### src/rtl/ser_pkg.sv
// ============================================================================
// Module   : ser_pkg
// Purpose  : Shared types, default constants and helpers for bit_serializer.
// Revision : 1.0 - initial release
// ============================================================================
`default_nettype none

package ser_pkg;

  typedef enum logic [0:0] {
    ST_IDLE  = 1'b0,
    ST_SHIFT = 1'b1
  } ser_state_t;

  localparam int   C_DEF_WIDTH    = 8;
  localparam logic C_DEF_IDLE_BIT = 1'b0;

  // Bit count index width; a 2-bit word still needs one counter bit.
  function automatic int cnt_width(input int width);
    return (width <= 2) ? 1 : $clog2(width);
  endfunction

endpackage

`default_nettype wire

### src/rtl/bit_serializer.sv
// ============================================================================
// Module   : bit_serializer
// Purpose  : Valid/ready parallel-to-serial converter, one bit per clock,
//            back-to-back words with no gap. Define SER_LSB_FIRST_EN for
//            LSB-first shifting (default MSB-first).
// Revision : 1.0 - initial release
// ============================================================================
`default_nettype none

module bit_serializer
  import ser_pkg::*;
#(
  parameter int   WIDTH    = C_DEF_WIDTH,
  parameter logic IDLE_BIT = C_DEF_IDLE_BIT
) (
  input  logic             clk,
  input  logic             rst,
  input  logic [WIDTH-1:0] in_data,
  input  logic             in_valid,
  output logic             in_ready,
  output logic             sout,
  output logic             sout_valid,
  output logic             last_bit,
  output logic             busy
);

  localparam int               CNT_W      = cnt_width(WIDTH);
  localparam logic [CNT_W-1:0] c_last_cnt = CNT_W'(WIDTH - 1);

  ser_state_t       r_state, w_state_nx;
  logic [CNT_W-1:0] r_cnt, w_cnt_nx, w_cnt_inc;
  logic [WIDTH-1:0] r_shreg, w_shreg_nx;
  logic             r_sout, w_sout_nx;
  logic             r_sout_valid, w_sout_valid_nx;
  logic             r_last, w_last_nx;
  logic             w_ready;
  logic             w_accept;

  // Ready while idle or while the final bit of the current word is on sout.
  assign w_ready   = rst & ((r_state == ST_IDLE) | (r_cnt == c_last_cnt));
  assign w_accept  = in_valid & w_ready;
  assign w_cnt_inc = r_cnt + 1'b1;

  always_comb begin
    w_state_nx      = r_state;
    w_cnt_nx        = r_cnt;
    w_shreg_nx      = r_shreg;
    w_sout_nx       = r_sout;
    w_sout_valid_nx = r_sout_valid;
    w_last_nx       = r_last;

    if (w_accept) begin
`ifdef SER_LSB_FIRST_EN
      w_sout_nx  = in_data[0];
      w_shreg_nx = in_data >> 1;
`else
      w_sout_nx  = in_data[WIDTH-1];
      w_shreg_nx = in_data << 1;
`endif
      w_sout_valid_nx = 1'b1;
      w_last_nx       = 1'b0;
      w_cnt_nx        = '0;
      w_state_nx      = ST_SHIFT;
    end else if (r_state == ST_SHIFT) begin
      if (r_cnt != c_last_cnt) begin
`ifdef SER_LSB_FIRST_EN
        w_sout_nx  = r_shreg[0];
        w_shreg_nx = r_shreg >> 1;
`else
        w_sout_nx  = r_shreg[WIDTH-1];
        w_shreg_nx = r_shreg << 1;
`endif
        w_sout_valid_nx = 1'b1;
        w_cnt_nx        = w_cnt_inc;
        w_last_nx       = (w_cnt_inc == c_last_cnt);
      end else begin
        w_sout_nx       = IDLE_BIT;
        w_sout_valid_nx = 1'b0;
        w_last_nx       = 1'b0;
        w_state_nx      = ST_IDLE;
      end
    end
  end

  always_ff @(posedge clk) begin
    if (!rst) begin
      r_state      <= ST_IDLE;
      r_cnt        <= '0;
      r_shreg      <= '0;
      r_sout       <= IDLE_BIT;
      r_sout_valid <= 1'b0;
      r_last       <= 1'b0;
    end else begin
      r_state      <= w_state_nx;
      r_cnt        <= w_cnt_nx;
      r_shreg      <= w_shreg_nx;
      r_sout       <= w_sout_nx;
      r_sout_valid <= w_sout_valid_nx;
      r_last       <= w_last_nx;
    end
  end

  assign in_ready   = w_ready;
  assign sout       = r_sout;
  assign sout_valid = r_sout_valid;
  assign last_bit   = r_last;
  assign busy       = (r_state == ST_SHIFT);

endmodule

`default_nettype wire

### config.mk
export PLATFORM = sky130hd
export DESIGN_NAME = bit_serializer
export DESIGN_NICKNAME = d
export VERILOG_FILES = /design/src/rtl/ser_pkg.sv /design/src/rtl/bit_serializer.sv
export SDC_FILE = /design/constraint.sdc
export NUM_CORES = 1
export LEC_CHECK = 0
export BUFFER_PORTS_ARGS = -buffer_cell sky130_fd_sc_hd__clkbuf_2
export CORE_ASPECT_RATIO = 1.2
export CORE_MARGIN = 5
export CORE_UTILIZATION = 35
export CTS_BUF_LIST = sky130_fd_sc_hd__clkbuf_4 sky130_fd_sc_hd__clkbuf_8
export CTS_CLUSTER_SIZE = 8
export DETAILED_ROUTE_END_ITERATION = 10
export GPL_TIMING_DRIVEN = 0
export PLACE_DENSITY = 0.55
export SETUP_SLACK_MARGIN = 0.2
export SYNTH_ARGS = -nofsm -noshare
export SYNTH_HDL_FRONTEND = slang
export SYNTH_SLANG_ARGS = --single-unit
### constraint.sdc
create_clock -name clk -period 1.95 [get_ports clk]
set_input_delay 0.195 -clock clk [delete_from_list [all_inputs] [get_ports clk]]
set_output_delay 0.195 -clock clk [all_outputs]
set_load 0.02 [all_outputs]
Yosys cells after proc, flatten, opt, wreduce, memory -nomap -nowiden. Index checks and enable logic that the tools add are counted.

Equality and inequality tests: 3. Reductions and logical operators: 5. Bitwise gates (word level): 5. $add $sub $neg: 1. Muxes and demuxes: 12.

Operators with widths (number): 8-bit 2-to-1 mux (3); 1-bit 2-to-1 mux (9); 3-bit == test (second input constant) (2); 2-bit AND reduction (2); 2-bit nonzero test (2); 3-bit by 1-bit adder with 3-bit output (second input constant) (1); 3-bit != test (second input constant) (1); 1-bit AND (2); 1-bit inverter (2); 2-bit OR reduction (1); 1-bit bitwise OR (1).

Input bits: 11. Word-level logic and storage cells: 32. Register bits: 14.

Longest topological paths before layout. Gate-level depths: netlist of run 1.

Word-level depth: 6. Depth in mapped cells: 7.

Worst setup path after synthesis of run 1. OpenSTA, ideal clock, no wires.

Path type: flip-flop to flip-flop. Start point: reg r_cnt[0]. End point: reg r_shreg[1]. Stages on the path, launching flop included: 7. Library setup time: 0.116 ns. Clock period less this slack: 1.451 ns. Data required time: 1.834 ns. Buffers on the path: 1. Data arrival time: 1.335 ns. Setup slack: 0.499 ns. Path through: dfxtp_1 ha_1 ha_1 nand2b_1 buf_6 and2_1 nor2b_1.

Cells in the longest elaborated chain, start to end: 6.

Ends and longest elaborated chain: start, declared (RTL line bit_serializer.sv:31) `logic [CNT_W-1:0] r_cnt, w_cnt_nx, w_cnt_inc;`; start signal, assigned (RTL line bit_serializer.sv:95) `r_cnt <= w_cnt_nx;`; 3-bit == test (*) (RTL line bit_serializer.sv:40) `assign w_ready = rst & ((r_state == ST_IDLE) | (r_cnt == c_last_cnt));`; 1-bit bitwise OR (*) (RTL line bit_serializer.sv:40); 1-bit AND (*) (RTL line bit_serializer.sv:40); named net in_ready (RTL line bit_serializer.sv:20) `output logic in_ready,`; 1-bit AND (*) (RTL line bit_serializer.sv:41) `assign w_accept = in_valid & w_ready;`; 2-bit nonzero test (no line); 2-bit AND reduction (no line); end signal, assigned (RTL line bit_serializer.sv:96) `r_shreg <= w_shreg_nx;`; end, declared (RTL line bit_serializer.sv:32) `logic [WIDTH-1:0] r_shreg, w_shreg_nx;`.

The timed path passes the listed nets; every way through them passes the cells marked *. A chain may end at the register's enable or synchronous reset.

Worst setup path after layout of run 1.
Start point: reg r_cnt[1]. End point: out in_ready.

Cells in the longest elaborated chain, start to end: 3.

Ends and longest elaborated chain (RTL line): 3-bit == test (bit_serializer.sv:40); 1-bit bitwise OR (bit_serializer.sv:40); 1-bit AND (bit_serializer.sv:40); end, declared (bit_serializer.sv:20).

No other way between the ends.

==> impl_metrics.toml, run 1 <==
[outcome]
status = "completed"

[drt]
vias = 528
met1Wirelength_um = 619
dr_wl_met3_um = 92
drt_iter0_markers = 6
wl_per_cell_um = 13.29
routed_wl_um = 1395
firstDrtPassIters = 3
maxUsedRoutingLayer = "met4"
viasPerCell = 5.029
drc_errors = 0
drtAntennaViolNets = 0
wl_met2_um = 666

[timing]
setup_tns_ps = 0
finalHoldViolCount = 0
fmax_ghz = 0.5982
clock_skew_ps = 3.976
finalMaxSlewViolations = 0
rsz0062_at_grt = "false"
fin_crit_sh_pct = 85.72
finalSetupViolCount = 0
worst_pin_slew_ps = 437.9
max_slew_margin_pct = 70.81
min_period_ps = 1672

[yosys]
synth_top_family_by_area = "compound AO/OA/AOI/OAI gates"
synth.distinct_cells = 26
synthMuxAreaShare_pct = 10.29
postSynthAreaPerCell_um2 = 10.31
async_flop_share_pct = 0
synth_xor_area_share_pct = 0
synth.yosys.warnings = 0
synth-edff-count = 0
synthSimpleGateAreaFrac_pct = 15.44
ys.flop_type = "dfxtp_1"
syn_inst = 66
synthAdderAreaFrac_pct = 5.515
synth-compound-area-share_pct = 19.85
seq_area_frac_synth_pct = 41.18
synth_seq_cells = 14
syn_area_um2 = 680.7
synth_nets = 80

[clock_tree]
clock-sinks = 14
clock_latency_ps = 270
ctsHoldBuffers = 0
htree_num_levels = 1
cts_root_buffer = "clkbuf_4"
cts_tree = "built"
clk_path_buf_depth = 2
cts.reportedPaths.clkPinSlew_ps = 80
numCtsBuffers = 3

[worst_setup_path]
cp.arrival_ps = 1480
reg2reg_depth = 7
worst_setup_path_end_kind = "output port"
crit_type = "reg2out"
required_ps = 1750
critical_path.max_fanout = 3
worst_setup_path_start_kind = "flip-flop"
reg2reg_to = "r_shreg[4]$_SDFFE_PN0P_"
regToRegStartpoint = "r_cnt[1]$_SDFFE_PP0P_"
r2r_slack_ps = 440
setup.worst_path.start = "r_cnt[1]$_SDFFE_PP0P_"

[power_and_ir_drop]
seq_power_share_pct = 55.0
combinationalPowerShare_pct = 18.3
swShare_pct = 25.25
p_int_uw = 431.5
power_leakage_nw = 0.4414
power.share.clock_pct = 26.8
ir_drop_v = 0.0004023
p_total_uw = 577.3
switchingPower_uw = 145.7
p_per_area_nw_per_um2 = 682.5

[final_layout]
stdcell_count = 105
fillers = 198
final-seq-area_um2 = 282.8
nNetsFinal = 102
multi_input_area_um2 = 362.8
area.growth.synth_to_final_pct = 24.26
antennaDiodeCount = 0
drive_gt1_share_pct = 34.88

[global_route]
grt_start_max_net_pins = 11
grt_pass1_wl_um = 2449
antenna_found_initial = 0
grt-ovfl-total = 0
grt_pass1_vias = 563
track_usage_pct = 10.93

[placement]
io_buffers = 14
dp.cells = 99
dp_hpwl_um = 991.2
gp_congestion = 0.7140

[floorplan]
row_count = 17
initial_core_util_pct = 36.78
io_pins = 16
die_w_um = 50.26
fp.coreArea_um2 = 1851
die_h_um = 58.31
dieArea_um2 = 2930

[hold_path]
min_from = "in_data[0]"
worstHoldPathCells = 3
hold_end = "r_shreg[1]$_SDFFE_PN0P_"
hold_class = "in2reg"

[job]
maxCapViolations = 0
[worst max path at each step]
stage	end	depth (start not counted)	slack, ps
final	in_ready	6	280
after global routing	in_ready	6	210
after CTS	in_ready	6	200
after detailed placement	in_ready	6	420
after global placement	in_ready	6	420
after floorplan	r_shreg[1]$_SDFFE_PN0P_	6	500
[cells in the final DEF, fill, tap and decap left out, drive strengths merged, types with 2 or more instances in the layout]
| master | synthesis | layout |
|---|---|---|
| buf | 4 | 7 |
| o211a | 6 | 6 |
| nand2 | 7 | 7 |
| o21a | 3 | 3 |
| dfxtp | 14 | 14 |
| inv | 2 | 2 |
| nor2 | 2 | 2 |
| ha | 3 | 3 |
| a21boi | 2 | 2 |
| mux2i | 7 | 7 |
| clkbuf | 1 | 18 |
| and2b | 2 | 2 |
[registers in the layout, indices dropped and copies added (netlist names)]
register and count:
busy 1, sout_valid 1, r_shreg 7, last_bit 1, r_cnt 3, sout 1
[cell type report]
type,instances,area share (%)
multi-input cells,45,42.90
flip-flops and latches,14,33.43
repair buffers,17,11.98
plain buffers,5,5.325
well taps,19,2.811
clock buffers,3,2.663
inverters,2,0.8876
[power groups by stage]
stage / Clock, mW / Sequential (mW) / Combinational, mW
2_1_floorplan: 0 / 0.326 / 0.0646
3_3_place_gp: 0 / 0.323 / 0.0959
3_5_place_dp: 0 / 0.323 / 0.0975
4_1_cts: 0.164 / 0.317 / 0.105
5_1_grt: 0.184 / 0.321 / 0.119
6_report: 0.154 / 0.317 / 0.105
[metrics by stage]
step	utilization [%]	setup WS, ps	hold WS (ps)	area, um2
after global routing	45.71	208.7	206.1	845.8
after floorplan	-	499.0	324.0	680.7
final	45.71	278.4	195.9	845.8
after global placement	41.85	418.7	469.6	774.5
after detailed placement	41.85	415.8	476.0	774.5
after CTS	45.03	204.3	191.2	833.3
[cells in the mapped netlist (2+ instances only)]
cell type	instances	area, um2
o21a_1	3	22.52
inv_1	2	7.510
and2b_1	2	15.01
dfxtp_1	14	280.3
mux2i_1	7	70.07
buf_6	3	33.78
a21boi_1	2	15.01
ha_1	3	37.54
o211a_1	6	60.06
nor2_1	2	7.510
nand2_1	7	26.28
[kinds of logic (layout without fill, tap and decap cells)]
| family | count (synthesis) | after routing |
|---|---|---|
| muxes | 7 | 7 |
| adders and majority gates | 3 | 3 |
| AOI/OAI and AO/OA | 16 | 16 |
| buffers and inverters | 7 | 27 |
| DFF | 14 | 14 |
| and+or+nand+nor | 19 | 19 |
[critical path: stages (launching register included)]
cell and delay (ps):
dfxtp_2 330, ha_2 160, ha_2 170, nand2b_4 130
buf_6 120, and2_4 150, clkbuf_8 140
[per-layer routing]
layer | track usage, % | vias to the layer above
met5 | 0 | -
met4 | 4.494 | 0
met3 | 4.051 | 2
met2 | 16.70 | 10
met1 | 13.77 | 242
li1 | - | 274
[what timing repair did]
item                                    in CTS  in global routing
endpoints found under the setup margin       1                  1
setup buffers                                3                  0
gates cloned                                 0                  0
resized for setup                            5                  3
(Power assumes the default switching activity.)
==> run 2: changes to the inputs <==
- CTS_BUF_LIST: sky130_fd_sc_hd__clkbuf_4 sky130_fd_sc_hd__clkbuf_8 -> sky130_fd_sc_hd__clkbuf_16
==> impl_metrics.toml, run 2 (synthesis results as in run 1) <==
[timing]
finalMaxSlewViolations = 0
rsz0062_at_grt = "false"
min_period_ps = 1691
clock_skew_ps = 3.096
finalSetupViolCount = 0
holdWs_ps = 238.8
finalHoldViolCount = 0
fin_crit_sh_pct = 86.70
max_slew_margin_pct = 70.68
setup_tns_ps = 0
fmax_ghz = 0.5915
worst_pin_slew_ps = 439.8

[final_layout]
drive_gt1_share_pct = 32.18
nNetsFinal = 103
fin_area_um2 = 899.6
final_cell_mix = "13 x dfxtp_1, 13 x clkbuf_2, 7 x mux2i_1, 7 x nand2_1, 6 x o211a_1"
regMostFlops = "r_shreg"
reg_top3 = "r_shreg x7, r_cnt x3"
multi_input_area_um2 = 357.8
final-seq-area_um2 = 281.5
largest_register_ffs = 7
fillers = 190
antennaDiodeCount = 0
area.growth.synth_to_final_pct = 32.17

[drt]
wl_met2_um = 700
wl_per_cell_um = 13.27
routed_wl_um = 1407
drt_iter0_markers = 3
maxUsedRoutingLayer = "met4"
firstDrtPassIters = 2
dr_wl_met3_um = 91
drtAntennaViolNets = 0
met1Wirelength_um = 602
drc_errors = 0
vias = 533
viasPerCell = 5.028

[floorplan]
row_count = 17
fp.coreArea_um2 = 1851
initial_core_util_pct = 36.78
io_pins = 16
dieArea_um2 = 2930
die_h_um = 58.31
die_w_um = 50.26

[power_and_ir_drop]
p_per_area_nw_per_um2 = 885.1
ir_drop_v = 0.0004375
power_leakage_nw = 0.4688

[global_route]
grt_pass1_vias = 554
antenna_found_initial = 0
track_usage_pct = 11.03
grt-ovfl-total = 0
grt_start_max_net_pins = 11
grt_pass1_wl_um = 2428

[placement]
gp_congestion = 0.7140
io_buffers = 14
place_area_um2 = 774.5
dp_hpwl_um = 991.2

[worst_setup_path]
cpPeakStageDelay_ps = 320
crit_type = "reg2out"
cp.arrival_ps = 1500
cpMaxStageDelayCell = "dfxtp_2"
required_ps = 1750
worst_setup_path_start_kind = "flip-flop"
crit_buf_inv = 2
cp_top_family = "adder cells"
setup.worst_path.start = "r_cnt[0]$_SDFFE_PP0P_"
regToRegStartpoint = "r_cnt[0]$_SDFFE_PP0P_"
crit_chain = "ha_1 -> ha_2 -> nand2b_4 -> buf_6 -> and2_1 -> clkbuf_8"
worst_setup_path_end_kind = "output port"
critical_path.max_fanout = 4

[clock_tree]
htree_num_levels = 1
cts_tree = "built"
cts.reportedPaths.clkPinSlew_ps = 40
numCtsBuffers = 3
clock-sinks = 14
clock_latency_ps = 240
clk_path_buf_depth = 2
cts_root_buffer = "clkbuf_16"

[hold_path]
min_from = "rst"
hold_class = "in2reg"

[job]
maxCapViolations = 0

[outcome]
status = "completed"
-- run 2: cell count changes in the layout (fill, tap and decap cells not counted), sizes merged --
cell	previous run	this run
buf	7	8
-- run 2: path summary, 6_finish.rpt --
| kind | endpoint | slack, ps | cells past startpoint |
|---|---|---|---|
| max | in_ready | 260 | 6 |
| min | sout$_SDFFE_PN0P_ | 240 | 3 |
| max reg2reg | r_shreg[4]$_SDFFE_PN0P_ | 440 | 7 |
| min reg2reg | r_cnt[2]$_SDFFE_PP0P_ | 500 | 2 |
-- run 2: area by class of cell --
cell class / instances / share of cell area (%)
inverter: 2 / 0.8345
multi-input combinational: 45 / 39.78
buffer: 5 / 5.007
sequential: 14 / 31.29
tap: 19 / 2.643
timing repair buffer: 18 / 12.10
clock buffer: 3 / 8.345
-- run 2: metal layers --
| metal | up-vias | GRT usage [%] |
|---|---|---|
| li1 | 276 | - |
| met2 | 10 | 17.06 |
| met5 | - | 0 |
| met4 | 0 | 5.618 |
| met3 | 2 | 4.051 |
| met1 | 245 | 13.28 |
-- run 2: stage by stage --
stage / util (%) / cells / worst slack [ps] / power [mW]
after CTS: 46.92 / 103 / 211.8 / 0.7996
after detailed placement: 41.85 / 99 / 415.8 / 0.4208
after global routing: 48.61 / 106 / 202.8 / 0.8461
final: 48.61 / 106 / 259.3 / 0.7962
after global placement: 41.85 / 99 / 418.7 / 0.4191
after floorplan: - / 66 / 499.0 / 0.3907
-- run 2: tightest hold or removal path: stages --
cell	delay, ps
clkbuf_2	120
o31ai_1	70
a21oi_1	40
-- run 2: power by group --
group / internal [mW] / switching [mW]
combinational: 0.0561 / 0.0499
sequential: 0.306 / 0.0130
clock: 0.267 / 0.104
total: 0.630 / 0.167
-- run 2: repair_timing --
action,4_1_cts,5_1_grt
endpoints found under the setup margin,1,1
pin swaps,0,0
hold buffers,0,0
gates cloned,0,0
gates resized for setup,3,2
setup buffers,1,3
endpoints found under the hold margin,0,0
